## src/rtl/perf_params.sv

```systemverilog
// Shared register offsets, CTRL/STATUS bit positions and the counter FSM
// state type for the performance-counter peripheral.
package perf_params;

  localparam int unsigned CTRL_OFF   = 0;
  localparam int unsigned STATUS_OFF = 1;
  localparam int unsigned CYC_LO_OFF = 2;
  localparam int unsigned CYC_HI_OFF = 3;
  localparam int unsigned INS_LO_OFF = 4;
  localparam int unsigned INS_HI_OFF = 5;
  localparam int unsigned CMP_OFF    = 6;

  localparam int unsigned CTRL_EN     = 0;
  localparam int unsigned CTRL_CLR    = 1;
  localparam int unsigned CTRL_FRZ    = 2;
  localparam int unsigned CTRL_IRQ_EN = 3;

  localparam int unsigned ST_RUN     = 0;
  localparam int unsigned ST_HALT    = 1;
  localparam int unsigned ST_CYC_OVF = 2;
  localparam int unsigned ST_INS_OVF = 3;
  localparam int unsigned ST_CMP_HIT = 4;

  typedef enum logic [1:0] {IDLE, RUN, HALTED} perf_state_t;

endpackage

```

## src/rtl/perf_counter_mmio_if.sv

```systemverilog
// Register-window bus between the CPU data path and the counter peripheral.
interface perf_counter_mmio_if #(
  parameter int unsigned ADDR_W = 3
) ();
  logic [ADDR_W-1:0] addr;
  logic              wr_en;
  logic              rd_en;
  logic [31:0]       wdata;
  logic [31:0]       rdata;
  logic              rdata_valid;

  modport master (output addr, wr_en, rd_en, wdata, input rdata, rdata_valid);
  modport slave  (input addr, wr_en, rd_en, wdata, output rdata, rdata_valid);
endinterface

```

## src/rtl/perf_counter64.sv

```systemverilog
// Free-running counter with synchronous clear; wrap_pulse marks the
// all-ones to zero transition.
module perf_counter64 #(
  parameter int unsigned CNT_W = 64
) (
  input  logic             clk,
  input  logic             cycle_count_rst,
  input  logic             inc,
  input  logic             clr,
  output logic [CNT_W-1:0] count,
  output logic             wrap_pulse
);

  logic [CNT_W-1:0] count_d, count_q;

  // Clear takes priority so a same-cycle increment never reports a wrap.
  always_comb begin
    count_d    = count_q;
    wrap_pulse = 1'b0;
    if (clr) begin
      count_d = '0;
    end else if (inc) begin
      count_d    = count_q + CNT_W'(1);
      wrap_pulse = &count_q;
    end
  end

  always_ff @(posedge clk or posedge cycle_count_rst) begin
    if (cycle_count_rst) count_q <= '0;
    else                 count_q <= count_d;
  end

  assign count = count_q;

endmodule

```

## src/rtl/perf_counter_mmio.sv

```systemverilog
// Memory-mapped cycle/instruction counter block with halt freeze, atomic
// 64-bit reads through LO-latched shadows, and a cycle-compare interrupt.
module perf_counter_mmio
  import perf_params::*;
#(
  parameter int unsigned CNT_W  = 64,
  parameter int unsigned ADDR_W = 3
) (
  input  logic                clk,
  input  logic                cycle_count_rst,
  input  logic                cnt_start,
  input  logic                instr_retire,
  input  logic                hlt,
  perf_counter_mmio_if.slave  bus,
  output logic                irq
);

  perf_state_t state_d, state_q;
  logic en_d, en_q, frz_d, frz_q, irq_en_d, irq_en_q;
  logic cyc_ovf_d, cyc_ovf_q, ins_ovf_d, ins_ovf_q, cmp_hit_d, cmp_hit_q;
  logic hlt_d, hlt_q;
  logic [31:0] cmp_d, cmp_q;
  logic [CNT_W-33:0] cyc_shadow_d, cyc_shadow_q, ins_shadow_d, ins_shadow_q;
  logic [31:0] rdata_d, rdata_q;
  logic        rdata_valid_d, rdata_valid_q;

  logic [ADDR_W-1:0] addr;
  logic [31:0]       addr_w;
  logic [CNT_W-1:0]  cyc_cnt, ins_cnt;
  logic              cyc_inc, ins_inc, cyc_wrap, ins_wrap, clr;
  logic              wr_ctrl, wr_status, cmp_set;

  assign addr   = bus.addr;
  assign addr_w = 32'(addr);

  assign cyc_inc = (state_q == RUN);
  assign ins_inc = (state_q == RUN) && instr_retire;

  perf_counter64 #(.CNT_W(CNT_W)) u_cyc_cnt (
    .clk             (clk),
    .cycle_count_rst (cycle_count_rst),
    .inc             (cyc_inc),
    .clr             (clr),
    .count           (cyc_cnt),
    .wrap_pulse      (cyc_wrap)
  );

  perf_counter64 #(.CNT_W(CNT_W)) u_ins_cnt (
    .clk             (clk),
    .cycle_count_rst (cycle_count_rst),
    .inc             (ins_inc),
    .clr             (clr),
    .count           (ins_cnt),
    .wrap_pulse      (ins_wrap)
  );

  always_comb begin
    state_d       = state_q;
    en_d          = en_q;
    frz_d         = frz_q;
    irq_en_d      = irq_en_q;
    cmp_d         = cmp_q;
    hlt_d         = hlt;
    cyc_shadow_d  = cyc_shadow_q;
    ins_shadow_d  = ins_shadow_q;
    rdata_d       = rdata_q;
    rdata_valid_d = 1'b0;
    clr           = 1'b0;

    wr_ctrl   = bus.wr_en && (addr_w == CTRL_OFF);
    wr_status = bus.wr_en && (addr_w == STATUS_OFF);
    cmp_set   = (state_q == RUN) && irq_en_q && (cyc_cnt[31:0] == cmp_q);

    if (wr_ctrl) begin
      en_d     = bus.wdata[CTRL_EN];
      frz_d    = bus.wdata[CTRL_FRZ];
      irq_en_d = bus.wdata[CTRL_IRQ_EN];
      clr      = bus.wdata[CTRL_CLR];
    end
    if (bus.wr_en && (addr_w == CMP_OFF)) cmp_d = bus.wdata;

    // Sticky flags: a new event in the same cycle as its W1C keeps the bit set.
    cyc_ovf_d = (cyc_ovf_q & ~(wr_status & bus.wdata[ST_CYC_OVF])) | cyc_wrap;
    ins_ovf_d = (ins_ovf_q & ~(wr_status & bus.wdata[ST_INS_OVF])) | ins_wrap;
    cmp_hit_d = (cmp_hit_q & ~(wr_status & bus.wdata[ST_CMP_HIT])) | cmp_set;

    unique case (state_q)
      IDLE: begin
        if (cnt_start) begin
          state_d = RUN;
          en_d    = 1'b1;
        end else if (wr_ctrl && bus.wdata[CTRL_EN]) begin
          state_d = RUN;
        end
      end
      RUN: begin
        if (wr_ctrl && !bus.wdata[CTRL_EN]) state_d = IDLE;
        else if (frz_q && hlt && !hlt_q)    state_d = HALTED;
      end
      HALTED: begin
        if (wr_ctrl) begin
          if (!bus.wdata[CTRL_EN]) state_d = IDLE;
          else if (!hlt)           state_d = RUN;
        end
      end
      default: state_d = IDLE;
    endcase

    if (bus.rd_en) begin
      rdata_valid_d = 1'b1;
      case (addr_w)
        CTRL_OFF:   rdata_d = {28'b0, irq_en_q, frz_q, 1'b0, en_q};
        STATUS_OFF: rdata_d = {27'b0, cmp_hit_q, ins_ovf_q, cyc_ovf_q,
                               state_q == HALTED, state_q == RUN};
        CYC_LO_OFF: begin
          rdata_d      = cyc_cnt[31:0];
          cyc_shadow_d = cyc_cnt[CNT_W-1:32];
        end
        CYC_HI_OFF: rdata_d = 32'(cyc_shadow_q);
        INS_LO_OFF: begin
          rdata_d      = ins_cnt[31:0];
          ins_shadow_d = ins_cnt[CNT_W-1:32];
        end
        INS_HI_OFF: rdata_d = 32'(ins_shadow_q);
        CMP_OFF:    rdata_d = cmp_q;
        default:    rdata_d = '0;
      endcase
    end

    if (clr) begin
      cyc_shadow_d = '0;
      ins_shadow_d = '0;
    end
  end

  always_ff @(posedge clk or posedge cycle_count_rst) begin
    if (cycle_count_rst) begin
      state_q       <= IDLE;
      en_q          <= 1'b0;
      frz_q         <= 1'b0;
      irq_en_q      <= 1'b0;
      cyc_ovf_q     <= 1'b0;
      ins_ovf_q     <= 1'b0;
      cmp_hit_q     <= 1'b0;
      hlt_q         <= 1'b0;
      cmp_q         <= '1;
      cyc_shadow_q  <= '0;
      ins_shadow_q  <= '0;
      rdata_q       <= '0;
      rdata_valid_q <= 1'b0;
    end else begin
      state_q       <= state_d;
      en_q          <= en_d;
      frz_q         <= frz_d;
      irq_en_q      <= irq_en_d;
      cyc_ovf_q     <= cyc_ovf_d;
      ins_ovf_q     <= ins_ovf_d;
      cmp_hit_q     <= cmp_hit_d;
      hlt_q         <= hlt_d;
      cmp_q         <= cmp_d;
      cyc_shadow_q  <= cyc_shadow_d;
      ins_shadow_q  <= ins_shadow_d;
      rdata_q       <= rdata_d;
      rdata_valid_q <= rdata_valid_d;
    end
  end

  assign bus.rdata       = rdata_q;
  assign bus.rdata_valid = rdata_valid_q;
  assign irq             = cmp_hit_q & irq_en_q;

endmodule

```

## src/flat_wrapper.sv

```systemverilog
// flat-port wrapper written by rule: the top's interface ports become plain ports
module perf_counter_mmio_flat import perf_params::*;
#(
  parameter int unsigned CNT_W  = 64,
  parameter int unsigned ADDR_W = 3
)
  (clk, cycle_count_rst, cnt_start, instr_retire, hlt, irq, bus_addr, bus_wr_en, bus_rd_en, bus_wdata, bus_rdata, bus_rdata_valid);
  perf_counter_mmio_if #(.ADDR_W(ADDR_W)) bus_i ();
  input  logic clk;
  input  logic cycle_count_rst;
  input  logic cnt_start;
  input  logic instr_retire;
  input  logic hlt;
  output logic irq;
  input wire logic [$bits(bus_i.addr)-1:0] bus_addr;
  input wire logic [$bits(bus_i.wr_en)-1:0] bus_wr_en;
  input wire logic [$bits(bus_i.rd_en)-1:0] bus_rd_en;
  input wire logic [$bits(bus_i.wdata)-1:0] bus_wdata;
  output wire logic [$bits(bus_i.rdata)-1:0] bus_rdata;
  output wire logic [$bits(bus_i.rdata_valid)-1:0] bus_rdata_valid;
  assign bus_i.addr = bus_addr;
  assign bus_i.wr_en = bus_wr_en;
  assign bus_i.rd_en = bus_rd_en;
  assign bus_i.wdata = bus_wdata;
  assign bus_rdata = bus_i.rdata;
  assign bus_rdata_valid = bus_i.rdata_valid;
  perf_counter_mmio #(.CNT_W(CNT_W), .ADDR_W(ADDR_W)) u_core (.clk(clk), .cycle_count_rst(cycle_count_rst), .cnt_start(cnt_start), .instr_retire(instr_retire), .hlt(hlt), .bus(bus_i), .irq(irq));
endmodule
```

## config.mk

```make
export PLATFORM = sky130hd
export DESIGN_NAME = perf_counter_mmio_flat
export DESIGN_NICKNAME = d
export VERILOG_FILES = /design/src/rtl/perf_params.sv /design/src/rtl/perf_counter_mmio_if.sv /design/src/rtl/perf_counter64.sv /design/src/rtl/perf_counter_mmio.sv /design/src/flat_wrapper.sv
export SDC_FILE = /design/constraint.sdc
export NUM_CORES = 1
export LEC_CHECK = 0
export CAP_MARGIN = 5
export CORE_ASPECT_RATIO = 0.6
export CORE_MARGIN = 10
export CORE_UTILIZATION = 50
export CTS_BUF_LIST = sky130_fd_sc_hd__clkbuf_16
export DETAILED_ROUTE_END_ITERATION = 12
export GPL_TIMING_DRIVEN = 0
export PLACE_DENSITY = 0.79
export SYNTH_ARGS = -nofsm -noshare
export SYNTH_HDL_FRONTEND = slang
export SYNTH_SLANG_ARGS = --single-unit
```

## constraint.sdc

```tcl
create_clock -name clk -period 11 [get_ports clk]
set_clock_uncertainty 0.15 [all_clocks]
set_input_delay 1.65 -clock clk [delete_from_list [all_inputs] [get_ports clk]]
set_output_delay 1.65 -clock clk [all_outputs]
set_load 0.05 [all_outputs]
```

== Word-level counts from Yosys, hierarchy flattened ==
Index checks and enable logic that the tools add are counted.
Widths: inputs -> output; s select.
Storage, ports and cells
  flip-flop bits (word level): 266
Operators by class
  add/sub/neg operators: 2
  equality and inequality tests: 13
  multiplexer cells: 28
  bitwise operators: 13
  reduce and logical (&&, ||, !) cells: 24
Operators with widths (count)
  $mux 64: 4
  $pmux 32 s7: 1
  $mux 32: 6
  $add 64x1->64 const B: 2
  $reduce_and 64->1: 2
  $eq 32x32->1: 1
  $logic_not 32->1: 1
  $mux 2: 7
  $logic_and 1x1->1: 10
  $reduce_bool 2->1: 5
  $eq 3x3->1 const B: 3
  $mux 1: 9
  $and 1x1->1: 7
  $eq 3x2->1 const B: 2
  $ne 3x3->1 const B: 2
  $pmux 2 s3: 1
  $reduce_and 2->1: 2
  $reduce_and 4->1: 1
  $eq 3x1->1 const B: 1
  $ne 3x2->1 const B: 1
  $not 1->1: 3
  $or 1x1->1: 3
  $eq 2x1->1 const B: 1
  $eq 2x2->1 const B: 1
  3 further kinds: 4

== Logic depth before layout (Yosys ltp) ==
  depth in word-level cells: 6
  mapped depth: 9
  depth with buffers taken out: 6

== Hierarchy ==
From an unflattened synthesis, not the netlist that was laid out.
Second synthesis, totals
  cells, all modules: 1466
  area total of the unflattened synthesis: 14202.4 sq um
By module, submodules not included
  perf_counter64: instances 2, cells an instance 390, area each 3597.2 sq um, seq. area each 1601.5 sq um
  perf_counter_mmio: instances 1, cells an instance 686, area each 7008.0 sq um, seq. area each 3493.4 sq um

== Worst setup path after synthesis ==
Ideal clock, no wire load.
  kind: input -> register
  start: input port bus_addr[2]
  end: register u_core.u_ins_cnt.count_q[44] (netlist: u_core.u_ins_cnt.count[44])
  arrival: 3.533 ns
  path slack: 7.181 ns
  stages: 8
  cells stage by stage: clkbuf_1 nor4b_2 a21oi_1 or4b_4 buf_6 clkbuf_1 o31ai_1 a21oi_1
On the way
  cells in the longest elaborated chain, start to end: 4
  elaborated cells on any way between the ends: 5
  those cells by class: mux: 2; reduce/logical: 3
Ends and longest elaborated chain
  start, declared: line flat_wrapper.sv:15  | input wire logic [$bits(bus_i.addr)-1:0] bus_addr;
  $logic_not 32->1 (*): line perf_counter_mmio.sv:70  | wr_ctrl = bus.wr_en && (addr_w == CTRL_OFF);
  $logic_and 1x1->1 (*): line perf_counter_mmio.sv:70
  $mux 1 (*): line perf_counter_mmio.sv:74  | if (wr_ctrl) begin
  $mux 64 / $reduce_bool 2->1 (equally long branches)
  end signal, assigned: line perf_counter64.sv:30  | else count_q <= count_d;
  end, declared: line perf_counter64.sv:14  | logic [CNT_W-1:0] count_d, count_q;
Mark *: on every way between the ends. The rest lies on a longest branch, timed or not.
A chain may end at the register's enable or synchronous reset.

== Final worst setup path ==
  start: input port bus_addr[1]
  end: register u_core.u_ins_cnt.count_q[3] (netlist: u_core.u_ins_cnt.count[3])
The elaborated chain is that of the path after synthesis.

==> impl_metrics.yaml <==
outcome:
  status: "completed"
route:
  vias: 13000
  drtPass1Iterations: 12
  post_drt_wl_per_cell_um: 24.4
  drtIter0Drc: 2309
  wirelength_mm: 48.9
  drc_errors: 0
  via_per_inst: 6.52
  drtAntennaViolNets: 0
yosys:
  yosysTopAreaCell: "dfrtp_1"
  syn-cell-area_um2: 14000
  synth_edf_count: 0
  syn_inst: 1508
  async_reset_ff_share_pct: 100
  syn-num-nets: 1552
  ys.flop_type: "dfrtp_1"
  seq_area_frac_synth_pct: 48.0
  syn_avg_cell_area_um2: 9.25
  synth_top_cell_area_share_pct: 42.0
  ys_warn_count: 0
  ys_top_cells_by_area: "dfrtp_1 (42%), dfstp_2 (6.0%), nand2_1 (6.0%)"
  ys_ff_latch: 266
  synth.distinct_cells: 61
final_layout:
  antennaDiodeCount: 0
  layout_common_cells: "dfrtp_1 (234), nand2_1 (223), a21oi_1 (126)"
  nets: 1656
  layout-drive-gt1-share_pct: 8.82
  finalInstanceArea_um2: 16000
  final.fill_count: 2429
  syn2layout_area_growth_pct: 15.0
  final_common_cell: "dfrtp_1"
clock_tree:
  htree_levels: 1
  post_cts.repair.setup_buffers: 0
  holdBufCountCts: 0
  cts_buffers: 26
  cts_sinks: 266
  cts_buffer_depth: 3
  cts-resized-gates: 0
  cts-root-buf: "clkbuf_16"
  clk_latency_ns: 0.56
  cts_tree: "built"
  path_clk_slew_ns: 0.07
setup_path:
  r2r_slack_ns: 7.59
  critPathBufInv: 5
  crit_chain: "clkdlybuf4s50_1 > or4b_1 > clkbuf_1 > nor2_1 > clkbuf_1 > clkbuf_1 > clkbuf_1 > nor2_1"
  cp-end-kind: "flop"
  r2r-end: "u_core.u_ins_cnt.count[44]"
  r2r_cells: 8
  worst-path-max-fanout: 10
  start_kind: "primary input"
  crit_path_max_incr_delay_ns: 0.69
  cpMostUsedCell: "clkbuf_1"
  crit_type: "primary input to flop"
  crit_slowest_cell: "clkbuf_1"
  r2r_start: "u_core.u_ins_cnt.count[20]"
  cp.arrival_ns: 5.27
  critPathTopFamily: "buffers and inverters"
  crit_required_ns: 11.26
floorplan:
  die_w_um: 236
  rows: 47
  start_util_pct: 50.7
  dieArea_um2: 35200
  die_h_um: 149
  io_pins: 76
  core-area_um2: 27500
sta:
  max_slew_margin_pct: 7.43
  rsz0062_at_grt: "false"
  tightestPinTransition_ns: 1.38
  setup_slack_ns: 5.99
  hold_viol_final: 0
  finalSetupViolations: 0
  slew_viol_final: 0
  max_freq_ghz: 0.199
  fin_crit_sh_pct: 45.6
  finalCriticalPeriod_ns: 5.01
grt:
  antenna_found_initial: 0
  grt_pass1_wl_mm: 73.7
  overflow: 0
  grt_max_degree: 111
  grt_usage_pct: 26.8
  grt_pass1_vias: 11900
placement:
  portBuffers: 74
  place_hpwl_mm: 37.3
  dp_slack_ns: 5.66
  gp_congestion: 0.995
  placed_area_um2: 15200
job:
  maxCapViolations: 0
min_path:
  hold_start: "u_core.cmp_q[1]"
  hp-class: "flop to flop"
  hold_path_depth: 2
  min_to: "u_core.cmp_q[1]"
pwr:
  p_per_area_nw_per_um2: 169
  peakVddDrop_mv: 0.143
  leakagePower_nw: 6.29
==> per-layer routing <==
layer / GRT usage [%] / routed length (um) / vias to the layer above
li1: - / - / 5662
met1: 40.7 / 21000 / 6343
met2: 34.9 / 18800 / 942
met3: 9.66 / 7880 / 84
met4: 6.06 / 1130 / 0
met5: 0 / 0 / -
==> worst max-delay path by stage <==
| stage | startpoint | to | slack (ns) | cells past startpoint |
|---|---|---|---|---|
| after global placement | cycle_count_rst | u_core.u_cyc_cnt.count[49] | -1.48 | 2 |
| after global routing | bus_addr[1] | u_core.u_ins_cnt.count[5] | 6.00 | 8 |
| after CTS | bus_addr[1] | u_core.u_ins_cnt.count[0] | 6.23 | 8 |
| final | bus_addr[1] | u_core.u_ins_cnt.count[3] | 5.99 | 8 |
| after detailed placement | bus_addr[1] | u_core.u_ins_cnt.count[0] | 5.66 | 8 |
| after floorplan | cycle_count_rst | u_core.bus.rdata[0] | 1.93 | 1 |
==> where the power goes <==
| group | internal [mW] | switching [mW] | leakage [nW] |
|---|---|---|---|
| Sequential | 1.13 | 0.160 | 3.47 |
| Combinational | 0.207 | 0.332 | 2.40 |
| Clock | 0.491 | 0.401 | 0.419 |
==> state kept, by name, summed over array words and instances (netlist names) <==
register	flops
u_core.bus.rdata	32
u_core.bus.rdata_valid	1
u_core.cmp_hit_q	1
u_core.cmp_q	32
u_core.cyc_ovf_q	1
u_core.cyc_shadow_q	32
u_core.en_q	1
u_core.frz_q	1
u_core.hlt_q	1
u_core.ins_ovf_q	1
u_core.ins_shadow_q	32
u_core.irq_en_q	1
u_core.state_q	2
u_core.u_cyc_cnt.count	64
u_core.u_ins_cnt.count	64
==> cell usage after synthesis (all sizes together) (32+ instances only) <==
library cell / n
nand2: 223
xor2: 54
clkbuf: 101
nand4: 66
or4: 32
o22ai: 32
mux2: 55
dfstp: 32
a21oi: 126
o21ai: 39
nand3: 52
nor4: 32
dfrtp: 234
inv: 48
nor2: 94
xnor2: 38
==> through the flow <==
stage | std cells | util, % | hold slack (ns) | TNS (ns) | power, mW
after floorplan | 1508 | - | 0.294 | 0 | 1.60
after global placement | 1949 | 55.1 | 0.334 | -340.36 | 1.79
after detailed placement | 1951 | 55.3 | 0.341 | 0 | 1.81
after CTS | 1999 | 58.3 | 0.351 | 0 | 2.70
after global routing | 1999 | 58.3 | 0.371 | 0 | 2.81
final | 1999 | 58.3 | 0.352 | 0 | 2.72
==> cell type report <==
| class | instances | area [um^2] | share of cell area, % |
|---|---|---|---|
| Multi-Input combinational cell | 1081 | 6640 | 41.4 |
| Buffer | 113 | 437 | 2.72 |
| Clock buffer | 27 | 676 | 4.21 |
| Tap cell | 367 | 459 | 2.86 |
| Clock inverter | 21 | 151 | 0.944 |
| Timing Repair Buffer | 76 | 796 | 4.96 |
| Sequential cell | 266 | 6700 | 41.7 |
| Inverter | 48 | 188 | 1.17 |
==> worst reg2reg max path: stages (launching register included) <==
cell,delay [ns]
dfrtp_1,0.34
clkbuf_1,0.39
nand4_1,0.28
or4_4,0.50
or4b_4,0.61
buf_6,0.19
clkbuf_1,0.34
o31ai_1,0.36
a21oi_1,0.10
==> logic make-up (layout without fill, tap and decap cells) <==
group	count (synthesis)	count (layout)	synth area share, %
AOI/OAI and AO/OA	296	296	13.5
buffers and inverters	161	285	4.42
DFF	266	266	48.0
adders and majority gates	2	2	0.179
xor gates and xnor gates	92	92	5.78
muxes	70	70	5.60
and+or+nand+nor	621	621	22.5
Note: power is estimated with default switching activity, not from simulation.
==> patch (config.mk and constraints unchanged) <==
Make the reset (`cycle_count_rst`) synchronous in 2 clocked blocks.
--- a/src/rtl/perf_counter64.sv
+++ b/src/rtl/perf_counter64.sv
@@ -26,5 +26,5 @@
   end
 
-  always_ff @(posedge clk or posedge cycle_count_rst) begin
+  always_ff @(posedge clk) begin
     if (cycle_count_rst) count_q <= '0;
     else                 count_q <= count_d;
--- a/src/rtl/perf_counter_mmio.sv
+++ b/src/rtl/perf_counter_mmio.sv
@@ -134,5 +134,5 @@
   end
 
-  always_ff @(posedge clk or posedge cycle_count_rst) begin
+  always_ff @(posedge clk) begin
     if (cycle_count_rst) begin
       state_q       <= IDLE;
Formal check against the unedited RTL: differs if cycle_count_rst is asserted again (counterexample within 4 cycles, from zero or initial values and one cycle with cycle_count_rst high); with cycle_count_rst held inactive, the same outputs for 4 cycles.
==> patch against the original RTL <==
  * Final area fell by 7.3%
  * Maximum frequency rose by 19%
  * Count of clock-buffer cells in the layout did not move
  * Wire length fell by 6.9%
  * Synthesized area fell by 8.0%
  * Hold slack got worse by 0.046 ns
  * Die area fell by 7.1%
  * Sequential cell count did not move
  * Register-to-register slack improved by 0.17 ns
  * Setup slack improved by 0.78 ns
Power is not compared: it rests on default switching activity, and its combinational part moved more than twofold at a synthesized area within 25%.
==> patch: results (changes against the original RTL) <==
Hold Crit Start u_core.ins_shadow_q[15]; Post-Syn Nets 1,582 (+1.9%); most frequent cells after synthesis nand2_1 (270), dfxtp_1 (266), a21oi_1 (129); post-place setup slack 6.39 ns (+0.731 ns); via count 12,800 (-2.0%); post-synthesis sequential area ratio 41.5% (-6.5 points); fin crit share 38.4% (-7.1 points); vias in the first global route 11,400 (-4.1%); gpl congestion 1.02 (+2.3%); worst reg2reg setup slack 7.76 ns (+0.17 ns); Placed Instance Area 14,000 um^2 (-8.0%); reg2reg end u_core.u_cyc_cnt.count[59]; CP max-delay cell nor3b_1; status complete, no violations; fin nets 1,685 (+1.8%); largest net degree at the start of global routing 16 (-86%); Setup crit start bus_addr[2]; Synth Area in Adders 0.195% (+0.015 points); first-pass GRT wire length 68,300 um (-7.4%); Initial DRC Count 1,848 (-20%); post-synthesis mux area share 3.52% (-2.1 points); Reg2Reg Depth 7 (-1); worst setup path end u_core.ins_shadow_q[17]; Crit path largest cell delay 0.79 ns (+0.10 ns); Netlist cell types 59 (-3.3%); post-synthesis compound-gate area fraction 14.6% (+1.1 points); Slew @ Worst Pin 1.08 ns (-0.301 ns); Via-to-Cell Ratio 6.42 (-1.6%); FFs w/ async S/R, synth 0% (-100 points); Hold Slack 0.307 ns (-0.0456 ns); HPWL Detailed 34,600 um (-7.0%); All-Layer GR Usage 27.1% (+0.24 points); Pre-Repair DR Iteration Count 9 (-3)
[patch: layout make-up]
class	instances	area (um^2)
fill	2235	10400
multi-input combinational	1144	6980
sequential	266	5330
timing repair buffer	75	748
clock buffer	27	676
buffer	117	493
tap	329	412
clock inverter	20	195
inverter	11	41.3
antenna	1	2.50
[patch: metal layers]
metal | up-vias | GRT usage (%) | wire [um]
met3 | 91 | 10.3 | 6810
met2 | 815 | 35.8 | 17100
met1 | 6130 | 39.9 | 20500
met5 | - | 0 | 0
met4 | 0 | 5.91 | 1090
li1 | 5732 | - | -
[patch: report_power, final]
part	switching, W	total [W]	internal [W]
Combinational	0.0000932	0.000145	0.0000516
Clock	0.000404	0.000942	0.000537
Sequential	0.0000115	0.000984	0.000972
[patch: tightest hold or removal path: stages, from the launching register on]
cell	delay [ns]
dfxtp_1	0.31
nand2_1	0.05
a21oi_1	0.05
